==> src/rtl/mips_ctrl_pkg.sv <==
// Shared encodings for the multi-cycle MIPS main control FSM.
// Optional feature macro: MIPS_CTRL_ADDI_EN (adds the ADDIEX/ADDIWB path).
package mips_ctrl_pkg;

    // FSM states, 4-bit encoding
    typedef enum logic [3:0] {
        S_FETCH   = 4'd0,
        S_DECODE  = 4'd1,
        S_MEMADR  = 4'd2,
        S_MEMRD   = 4'd3,
        S_MEMWB   = 4'd4,
        S_MEMWR   = 4'd5,
        S_EXECUTE = 4'd6,
        S_ALUWB   = 4'd7,
        S_BRANCH  = 4'd8,
        S_JUMP    = 4'd9,
        S_ADDIEX  = 4'd10,
        S_ADDIWB  = 4'd11
    } state_t;

    // Opcodes (IR[31:26])
    localparam logic [5:0] OP_RTYPE = 6'b000000;
    localparam logic [5:0] OP_LW    = 6'b100011;
    localparam logic [5:0] OP_SW    = 6'b101011;
    localparam logic [5:0] OP_BEQ   = 6'b000100;
    localparam logic [5:0] OP_J     = 6'b000010;
    localparam logic [5:0] OP_ADDI  = 6'b001000;

    // ALU operation request handed to the ALU control decoder
    localparam logic [1:0] ALUOP_ADD   = 2'b00;
    localparam logic [1:0] ALUOP_SUB   = 2'b01;
    localparam logic [1:0] ALUOP_FUNCT = 2'b10;

    // ALU B-operand select
    localparam logic [1:0] SRCB_B      = 2'b00;
    localparam logic [1:0] SRCB_FOUR   = 2'b01;
    localparam logic [1:0] SRCB_IMM    = 2'b10;
    localparam logic [1:0] SRCB_IMMSH2 = 2'b11;

    // PC source select
    localparam logic [1:0] PCSRC_ALU    = 2'b00;
    localparam logic [1:0] PCSRC_ALUOUT = 2'b01;
    localparam logic [1:0] PCSRC_JUMP   = 2'b10;

    // Control word produced per state. mem_gated marks states whose
    // enables are only valid while memory reports ready.
    typedef struct packed {
        logic       pc_write;
        logic       ir_write;
        logic       reg_write;
        logic       mem_write;
        logic       branch;
        logic       instr_done;
        logic       iord;
        logic       reg_dst;
        logic       mem_to_reg;
        logic       alu_src_a;
        logic [1:0] alu_src_b;
        logic [1:0] pc_src;
        logic [1:0] alu_op;
        logic       mem_gated;
    } ctrl_t;

    // True for every opcode this controller executes
    function automatic logic op_supported(input logic [5:0] op);
        logic ok;
        ok = (op == OP_LW) || (op == OP_SW) || (op == OP_RTYPE) ||
             (op == OP_BEQ) || (op == OP_J);
`ifdef MIPS_CTRL_ADDI_EN
        ok = ok || (op == OP_ADDI);
`endif
        return ok;
    endfunction

endpackage

==> src/rtl/mips_ctrl_outdec.sv <==
// Combinational state-to-control-word decoder for mips_multicycle_control.
// Optional feature macro: MIPS_CTRL_ADDI_EN (decodes ADDIEX/ADDIWB).
module mips_ctrl_outdec
    import mips_ctrl_pkg::*;
(
    input  state_t state,
    output ctrl_t  ctrl
);

    // Moore decode: every field not set for a state stays 0
    always_comb begin
        ctrl = '0;
        case (state)
            S_FETCH: begin
                ctrl.alu_src_b = SRCB_FOUR;
                ctrl.alu_op    = ALUOP_ADD;
                ctrl.pc_src    = PCSRC_ALU;
                ctrl.ir_write  = 1'b1;
                ctrl.pc_write  = 1'b1;
                ctrl.mem_gated = 1'b1;
            end
            S_DECODE: begin
                ctrl.alu_src_b = SRCB_IMMSH2;
                ctrl.alu_op    = ALUOP_ADD;
            end
            S_MEMADR: begin
                ctrl.alu_src_a = 1'b1;
                ctrl.alu_src_b = SRCB_IMM;
                ctrl.alu_op    = ALUOP_ADD;
            end
            S_MEMRD: begin
                ctrl.iord      = 1'b1;
            end
            S_MEMWB: begin
                ctrl.mem_to_reg = 1'b1;
                ctrl.reg_write  = 1'b1;
                ctrl.instr_done = 1'b1;
            end
            S_MEMWR: begin
                ctrl.iord       = 1'b1;
                ctrl.mem_write  = 1'b1;
                ctrl.instr_done = 1'b1;
                ctrl.mem_gated  = 1'b1;
            end
            S_EXECUTE: begin
                ctrl.alu_src_a = 1'b1;
                ctrl.alu_src_b = SRCB_B;
                ctrl.alu_op    = ALUOP_FUNCT;
            end
            S_ALUWB: begin
                ctrl.reg_dst    = 1'b1;
                ctrl.reg_write  = 1'b1;
                ctrl.instr_done = 1'b1;
            end
            S_BRANCH: begin
                ctrl.alu_src_a  = 1'b1;
                ctrl.alu_op     = ALUOP_SUB;
                ctrl.pc_src     = PCSRC_ALUOUT;
                ctrl.branch     = 1'b1;
                ctrl.instr_done = 1'b1;
            end
            S_JUMP: begin
                ctrl.pc_src     = PCSRC_JUMP;
                ctrl.pc_write   = 1'b1;
                ctrl.instr_done = 1'b1;
            end
`ifdef MIPS_CTRL_ADDI_EN
            S_ADDIEX: begin
                ctrl.alu_src_a = 1'b1;
                ctrl.alu_src_b = SRCB_IMM;
                ctrl.alu_op    = ALUOP_ADD;
            end
            S_ADDIWB: begin
                ctrl.reg_write  = 1'b1;
                ctrl.instr_done = 1'b1;
            end
`endif
            default: ctrl = '0;
        endcase
    end

endmodule

==> src/rtl/mips_multicycle_control.sv <==
// Multi-cycle MIPS main control FSM: state register, next-state logic and
// mem_ready / rst_n gating of the write enables around mips_ctrl_outdec.
// Optional feature macro: MIPS_CTRL_ADDI_EN (addi via ADDIEX -> ADDIWB).
module mips_multicycle_control
    import mips_ctrl_pkg::*;
(
    input  logic       clk,
    input  logic       rst_n,
    input  logic [5:0] op,
    input  logic       mem_ready,
    output logic       pc_write,
    output logic       ir_write,
    output logic       reg_write,
    output logic       mem_write,
    output logic       branch,
    output logic       iord,
    output logic       reg_dst,
    output logic       mem_to_reg,
    output logic       alu_src_a,
    output logic [1:0] alu_src_b,
    output logic [1:0] pc_src,
    output logic [1:0] alu_op,
    output logic       illegal_op,
    output logic       instr_done
);

    state_t state;
    state_t state_nxt;
    ctrl_t  cw;

    // State register; async reset returns to FETCH so selects show FETCH values
    always_ff @(posedge clk or negedge rst_n) begin
        if (!rst_n) state <= S_FETCH;
        else        state <= state_nxt;
    end

    // Next-state logic: opcode dispatch in DECODE, memory stalls in FETCH/MEMRD/MEMWR
    always_comb begin
        state_nxt = state;
        case (state)
            S_FETCH:   if (mem_ready) state_nxt = S_DECODE;
            S_DECODE: begin
                case (op)
                    OP_LW, OP_SW: state_nxt = S_MEMADR;
                    OP_RTYPE:     state_nxt = S_EXECUTE;
                    OP_BEQ:       state_nxt = S_BRANCH;
                    OP_J:         state_nxt = S_JUMP;
`ifdef MIPS_CTRL_ADDI_EN
                    OP_ADDI:      state_nxt = S_ADDIEX;
`endif
                    default:      state_nxt = S_FETCH;
                endcase
            end
            S_MEMADR:  state_nxt = (op == OP_LW) ? S_MEMRD : S_MEMWR;
            S_MEMRD:   if (mem_ready) state_nxt = S_MEMWB;
            S_MEMWB:   state_nxt = S_FETCH;
            S_MEMWR:   if (mem_ready) state_nxt = S_FETCH;
            S_EXECUTE: state_nxt = S_ALUWB;
            S_ALUWB:   state_nxt = S_FETCH;
            S_BRANCH:  state_nxt = S_FETCH;
            S_JUMP:    state_nxt = S_FETCH;
`ifdef MIPS_CTRL_ADDI_EN
            S_ADDIEX:  state_nxt = S_ADDIWB;
            S_ADDIWB:  state_nxt = S_FETCH;
`endif
            default:   state_nxt = S_FETCH;
        endcase
    end

    mips_ctrl_outdec u_outdec (
        .state (state),
        .ctrl  (cw)
    );

    // Output gating: enables need rst_n high and, in memory-phase states, mem_ready
    always_comb begin
        logic en_ok;
        en_ok      = rst_n & (mem_ready | ~cw.mem_gated);
        pc_write   = cw.pc_write   & en_ok;
        ir_write   = cw.ir_write   & en_ok;
        reg_write  = cw.reg_write  & en_ok;
        mem_write  = cw.mem_write  & en_ok;
        branch     = cw.branch     & en_ok;
        instr_done = cw.instr_done & en_ok;
        illegal_op = rst_n & (state == S_DECODE) & ~op_supported(op);
        iord       = cw.iord;
        reg_dst    = cw.reg_dst;
        mem_to_reg = cw.mem_to_reg;
        alu_src_a  = cw.alu_src_a;
        alu_src_b  = cw.alu_src_b;
        pc_src     = cw.pc_src;
        alu_op     = cw.alu_op;
    end

endmodule

==> config.mk <==
export PLATFORM = sky130hd
export DESIGN_NAME = mips_multicycle_control
export DESIGN_NICKNAME = d
export VERILOG_FILES = /design/src/rtl/mips_ctrl_pkg.sv /design/src/rtl/mips_ctrl_outdec.sv /design/src/rtl/mips_multicycle_control.sv
export SDC_FILE = /design/constraint.sdc
export NUM_CORES = 1
export LEC_CHECK = 0
export ABC_AREA = 1
export CAP_MARGIN = 30
export CELL_PAD_IN_SITES_DETAIL_PLACEMENT = 0
export CELL_PAD_IN_SITES_GLOBAL_PLACEMENT = 1
export CORE_MARGIN = 2
export CORE_UTILIZATION = 27
export DETAILED_ROUTE_END_ITERATION = 8
export GPL_TIMING_DRIVEN = 0
export PLACE_DENSITY_LB_ADDON = 0.1
export SYNTH_ARGS = -nofsm -noshare
export SYNTH_HDL_FRONTEND = slang
export SYNTH_SLANG_ARGS = --single-unit
export TNS_END_PERCENT = 100
==> constraint.sdc <==
create_clock -name clk -period 1.64 [get_ports clk]
set_input_delay 0.164 -clock clk [delete_from_list [all_inputs] [get_ports clk]]
set_output_delay 0.164 -clock clk [all_outputs]
set_load 0.02 [all_outputs]
==> results_dict.tcl, run 1 <==
set metrics [dict create \
    outcome "completed" \
    io_pins 26 \
    grt_use_total_pct 13.78 \
    clk_pin_slew_ns 0.04 \
    met1Wirelength_um 761 \
    rows 16 \
    slowest_stage "dfrtp_1" \
    syn-num-nets 108 \
    vdd_ir_drop_max_mv 0.6290 \
    yosysTopAreaCell "dfrtp_1" \
    via_count 675 \
    n_antenna_cell 0 \
    setup_violations 0 \
    async_reset_ff_share_pct 100.0 \
    top_regs "state x4" \
    vias_per_cell 4.219 \
    r2r-start "state[3]$_DFFE_PN0P_" \
    critical_path_required_ns 1.48 \
    yosys_warnings 0 \
    gp_congestion 0.7923 \
    multi_input_area_um2 404.1 \
    clock_skew_ns 0.001181 \
    largest_reg_flops 4 \
    drive_above_1_share_pct 40.60 \
    cp-end-kind "primary output" \
    finalInstanceArea_um2 932.1 \
    grt_max_degree 6 \
    synth.avg_cell_area_um2 5.725 \
    clockBufferDepth 2 \
    htreeDepth 1 \
    fp.dieW_um 49.82 \
    arrival_ns 1.45 \
    crit_cells 7 \
    finalHoldViolations 0 \
    ff_latch_area_um2 103.9 \
    finalCritPeriodShare_pct 98.23 \
    ys_seq_area_share_pct 17.66 \
    cp_max_fo 4 \
    dr.pass1.iters 2 \
    die_h_um 49.82 \
    synthesis.area_um2 566.8 \
    synth.area.top_cells "dfrtp_1 18%, nand2_1 15%, inv_1 11%, nor2_1 9.9%, nand2_4 7.9%" \
    regMostFlops "state" \
    insertion_delay_ns 0.24 \
    drc 0 \
    drtIter0Drc 3 \
    ff2ff_setup_slack_ns 0.37 \
    rsz0062_at_grt "true" \
    start_util_pct 28.89 \
    fin_util_pct 47.51 \
    grt-ovfl-total 0 \
    dr_wl_met2_um 637 \
    path_cells "inv_2 > nor2_2 > inv_1 > nor2_2 > inv_2 > o21ai_1 > clkdlybuf4s15_2" \
    synthFlopType "dfrtp_1" \
    drt_wl_total_um 1492 \
    hold_path_class "in -> async" \
    critPathBufInv 4 \
    cts_tree "built" \
    fin_cells 160 \
    endpoint "alu_src_a" \
    yosysMostFrequentCell "nand2_1" \
    worst_slew_pin_slew_ns 0.2551 \
    cpPeakStageDelay_ns 0.40 \
    synth_edf_count 0 \
    synthCells 99 \
    cts_sinks 4 \
    nNetsFinal 144 \
    wl_per_cell_um 9.325 \
    ys_types 18 \
    cts.root.buffer_cell "clkbuf_4" \
    clock.fmax_ghz 0.6207 \
    antenna_found_initial 0 \
    crit_start "state[3]$_DFFE_PN0P_" \
    core_area_um2 1962 \
    grt_pass1_wl_um 2628 \
    post_dp_cell_area_um2 850.8 \
    critPathKind "reg -> out" \
    p_per_area_nw_per_um2 881.0 \
    top_layer "met4" \
    die_area_um2 2482 \
    critical-path-top-delay-family "buffers and inverters" \
    dpl.cell_count 151 \
    yosys-top-cells-count "23 x nand2_1, 16 x inv_1, 15 x nor2_1, 7 x nand3_1, 6 x inv_2" \
    cap_violations 0 \
    crit-reg2reg-capture "state[2]$_DFFE_PN0P_" \
    ant_nets 0 \
    met3_length_um 70 \
    dp_hpwl_um 1207 \
    synth_top_area_share_pct 17.66 \
    fillers 241 \
    port-buffer-count 25 \
    r2r_cells 9 \
    area_delta_synth_final_pct 64.46 \
    cts_inserted_buffers 3 \
    maxSlewHeadroom_pct 82.99 \
    finalCriticalPeriod_ns 1.611 \
    p_leak_nw 0.5172 \
    synth-seq-cells 4 \
    maxSlewViolCount 0 \
    grt_pass1_vias 636 \
    startpoint_type "register" \
]
==> logic make-up after synthesis <==
family	count (synthesis)	share of synthesized area, %
compound gates	7	7.285
flops	4	17.66
buf+inv	23	15.89
simple gates	65	59.16
==> worst register-to-register path: stages (launching register included) <==
cell,delay [ns]
dfrtp_1,0.41
inv_2,0.14
nand2_4,0.09
buf_4,0.14
nor2_4,0.10
inv_2,0.05
nand3_2,0.06
nand2_1,0.06
nand2_1,0.06
nand2_1,0.04
==> power breakdown <==
part / internal, W / total [W] / leakage (nW) / switching [W]
registers: 0.000121 / 0.000161 / 0.0492 / 0.0000404
clock network: 0.0000819 / 0.000123 / 0.0138 / 0.0000411
logic: 0.000225 / 0.000537 / 0.454 / 0.000312
total: 0.000428 / 0.000821 / 0.517 / 0.000394
==> cell usage in the layout, fill, tap and decap left out <==
| cell type | netlist | routed |
|---|---|---|
| nand2_2 | 5 | 4 |
| inv_1 | 16 | 14 |
| buf_6 | 0 | 4 |
| nand2_4 | 4 | 5 |
| nand4_1 | 2 | 2 |
| nand3_2 | 1 | 1 |
| clkbuf_4 | 0 | 3 |
| dlygate4sd3_1 | 0 | 1 |
| nor3_1 | 1 | 1 |
| a21boi_1 | 1 | 1 |
| buf_4 | 1 | 6 |
| dlygate4sd2_1 | 0 | 4 |
| clkdlybuf4s15_2 | 0 | 2 |
| buf_2 | 0 | 2 |
| nor2_1 | 15 | 10 |
| inv_2 | 6 | 8 |
| a21oi_1 | 3 | 3 |
| nor2_2 | 5 | 8 |
| clkbuf_2 | 0 | 3 |
| clkdlybuf4s50_1 | 0 | 7 |
| dlymetal6s2s_1 | 0 | 1 |
| dfrtp_1 | 4 | 1 |
| a21oi_2 | 1 | 1 |
| nor2_4 | 2 | 4 |
| clkdlybuf4s15_1 | 0 | 2 |
| nand2_1 | 23 | 23 |
| nand3_1 | 7 | 7 |
| o21ai_1 | 2 | 2 |
| dfrtp_2 | 0 | 3 |
==> worst min-delay path by stage <==
stage,slack [ns],endpoint,depth (start not counted),from
global placement,0.47,state[2]$_DFFE_PN0P_,1,rst_n
detailed placement,0.47,state[2]$_DFFE_PN0P_,1,rst_n
global route,0.62,state[2]$_DFFE_PN0P_,2,rst_n
floorplan,-0.13,state[0]$_DFFE_PN0P_,0,rst_n
CTS,0.61,state[2]$_DFFE_PN0P_,2,rst_n
finish,0.62,state[2]$_DFFE_PN0P_,2,rst_n
==> per-stage QoR <==
step	setup TNS (ns)	setup WS [ns]	power, W	hold slack, ns
2_1_floorplan	0	0.2090	0.0005035	-0.1316
3_3_place_gp	-2.050	-0.3260	0.0006706	0.4716
3_5_place_dp	-2.159	-0.3260	0.0006724	0.4728
4_1_cts	-0.2416	-0.1887	0.0007813	0.6092
5_1_grt	-0.3325	-0.09044	0.0009094	0.6243
6_report	0	0.02897	0.0008212	0.6169
==> cell type report <==
class | instances | share of cell area (%)
buffer | 1 | 0.8054
inverter | 22 | 8.859
clock buffer | 3 | 2.416
tap | 27 | 3.624
multi-input combinational | 72 | 43.36
sequential | 4 | 11.14
timing repair buffer | 31 | 29.80
==> repair_timing <==
action                                  in CTS  in global routing
resized for setup                           43                 27
endpoints found under the hold margin        4                  0
setup buffers                                0                  5
hold buffers                                 1                  0
pin swaps                                    0                  4
endpoints found under the setup margin      17                 13
==> metal layers <==
metal	track usage, %	up-vias
met5	0	-
met4	8.333	0
met3	2.727	4
met2	20.67	16
met1	18.06	289
li1	-	366
No activity file was read; power rests on OpenSTA's default activity.
==> inputs of run 2 (changes only) <==
--- a/config.mk
+++ b/config.mk
@@ -11,6 +11,7 @@
 export CELL_PAD_IN_SITES_GLOBAL_PLACEMENT = 1
 export CORE_MARGIN = 2
 export CORE_UTILIZATION = 27
+export CTS_CLUSTER_DIAMETER = 200
 export DETAILED_ROUTE_END_ITERATION = 8
 export GPL_TIMING_DRIVEN = 0
 export PLACE_DENSITY_LB_ADDON = 0.1
==> results of run 2 <==
The final DEF is identical to that of run 1; final timing and power are the same.
==> inputs of run 3 (changes only) <==
--- a/config.mk
+++ b/config.mk
@@ -10,8 +10,8 @@
 export CELL_PAD_IN_SITES_DETAIL_PLACEMENT = 0
 export CELL_PAD_IN_SITES_GLOBAL_PLACEMENT = 1
 export CORE_MARGIN = 2
-export CORE_UTILIZATION = 27
-export CTS_CLUSTER_DIAMETER = 200
+export CORE_UTILIZATION = 29
+export CTS_BUF_LIST = sky130_fd_sc_hd__clkbuf_4
 export DETAILED_ROUTE_END_ITERATION = 8
 export GPL_TIMING_DRIVEN = 0
 export PLACE_DENSITY_LB_ADDON = 0.1
==> results_dict.tcl, run 3 (synthesized netlist as in run 1, its figures left out) <==
set metrics [dict create \
    outcome "completed" \
    cap_violations 0 \
    grt-ovfl-total 0 \
    drtIter0Drc 12 \
    vias_per_cell 4.404 \
    top_regs "state x4" \
    power.total_w 0.0008154 \
    cts.root.buffer_cell "clkbuf_4" \
    gp_congestion 0.7697 \
    ant_nets 0 \
    arrival_ns 1.44 \
    maxSlewViolCount 0 \
    grt_use_total_pct 13.78 \
    finalInstanceArea_um2 918.4 \
    clock_skew_ns 0.002313 \
    startpoint_type "register" \
    cpPeakStageDelay_ns 0.41 \
    ff_latch_area_um2 103.9 \
    hold_path_class "in -> async" \
    worst_slew_pin_slew_ns 0.2724 \
    final_common_cell "nand2_1" \
    critical-path-top-delay-family "flip-flops" \
    fillers 198 \
    htreeDepth 1 \
    regMostFlops "state" \
    finalCriticalPeriod_ns 1.602 \
    finalCritPeriodShare_pct 97.71 \
    fp.dieW_um 48.21 \
    path_cells "inv_2 > nand2_4 > inv_2 > nand2_4 > nand2_2 > nand2_2 > nand2_4 > a21oi_2 > buf_6" \
    setup_violations 0 \
    drt_wl_total_um 1517 \
    start_util_pct 31.79 \
    grt_pass1_wl_um 2228 \
    finalHoldViolations 0 \
    multi_input_area_um2 406.6 \
    slowest_stage "dfrtp_1" \
    n_antenna_cell 0 \
    clk_pin_slew_ns 0.04 \
    insertion_delay_ns 0.23 \
    maxSlewHeadroom_pct 81.84 \
    clockBufferDepth 2 \
    dr.pass1.iters 4 \
    mostFrequentLayoutCells "22 x nand2_1, 14 x inv_1, 10 x nor2_1" \
    cp-end-kind "primary output" \
    die_area_um2 2324 \
    drc 0 \
    critPathKind "reg -> out" \
    vdd_ir_drop_max_mv 0.6367 \
    cts_sinks 4 \
    rows 15 \
    area_delta_synth_final_pct 62.03 \
    cts_tree "built" \
    wl_per_cell_um 9.724 \
    cp_max_fo 5 \
    antenna_found_initial 0 \
    critical_path_required_ns 1.48 \
    via_count 687 \
    clock.fmax_ghz 0.6240 \
    p_leak_nw 0.5072 \
    nNetsFinal 142 \
    grt_pass1_vias 536 \
    dp_hpwl_um 1192 \
    path_common_cell "nand2_4" \
    drive_above_1_share_pct 38.93 \
    grt_max_degree 6 \
    largest_reg_flops 4 \
    cts_inserted_buffers 3 \
    post_dp_cell_area_um2 848.3 \
    critPathBufInv 3 \
    die_h_um 48.21 \
    rsz0062_at_grt "true" \
    core_area_um2 1783 \
    io_pins 26 \
    port-buffer-count 25 \
    p_per_area_nw_per_um2 887.9 \
]
[run 3: where the power goes]
part / internal (W) / switching (W) / leakage [nW]
registers: 0.000121 / 0.0000417 / 0.0492
logic: 0.000215 / 0.000317 / 0.444
clock network: 0.0000818 / 0.0000386 / 0.0138
total: 0.000418 / 0.000397 / 0.507
[run 3: routing by layer]
layer | wire length [µm] | track usage [%]
met5 | 0 | 0
met4 | 0 | 4.865
met3 | 87 | 2.222
met2 | 656 | 20.26
met1 | 773 | 20.18
[run 3: final cells by class]
type                    count  share of cell area [%]
multi-input cells          72                   44.28
repair buffers             29                   28.75
flip-flops and latches      4                   11.31
inverters                  22                   8.992
well taps                  25                   3.406
clock buffers               3                   2.452
plain buffers               1                  0.8174
[run 3: worst paths after layout]
kind | start | end | slack [ns] | cells past startpoint
max | state[3]$_DFFE_PN0P_ | pc_write | 0.04 | 9
min | rst_n | state[2]$_DFFE_PN0P_ | 0.64 | 2
max reg2reg | state[3]$_DFFE_PN0P_ | state[2]$_DFFE_PN0P_ | 0.47 | 8
min reg2reg | state[0]$_DFFE_PN0P_ | state[0]$_DFFE_PN0P_ | 0.64 | 2
max in group asynchronous | rst_n | state[1]$_DFFE_PN0P_ | 0.80 | 2
min in group clk | state[0]$_DFFE_PN0P_ | state[0]$_DFFE_PN0P_ | 0.64 | 2
[run 3: timing repair]
item,CTS,global route
buffers inserted,0,3
hold buffers,1,0
hold endpoints to repair,4,0
pin swaps,1,5
endpoints found under the setup margin,17,9
gates resized for setup,51,17
[run 3: stage by stage]
stage               setup TNS, ns  utilization [%]  setup WS [ns]  std cells  hold slack (ns)
floorplan                       0                -         0.2090         99          -0.1316
global placement           -2.095            47.58        -0.3186        149           0.4731
detailed placement         -2.158            47.58        -0.3328        149           0.4776
CTS                             0            47.72        0.01290        153           0.6157
global route             -0.06057            51.51       -0.03952        156           0.6554
finish                          0            51.51        0.03754        156           0.6380
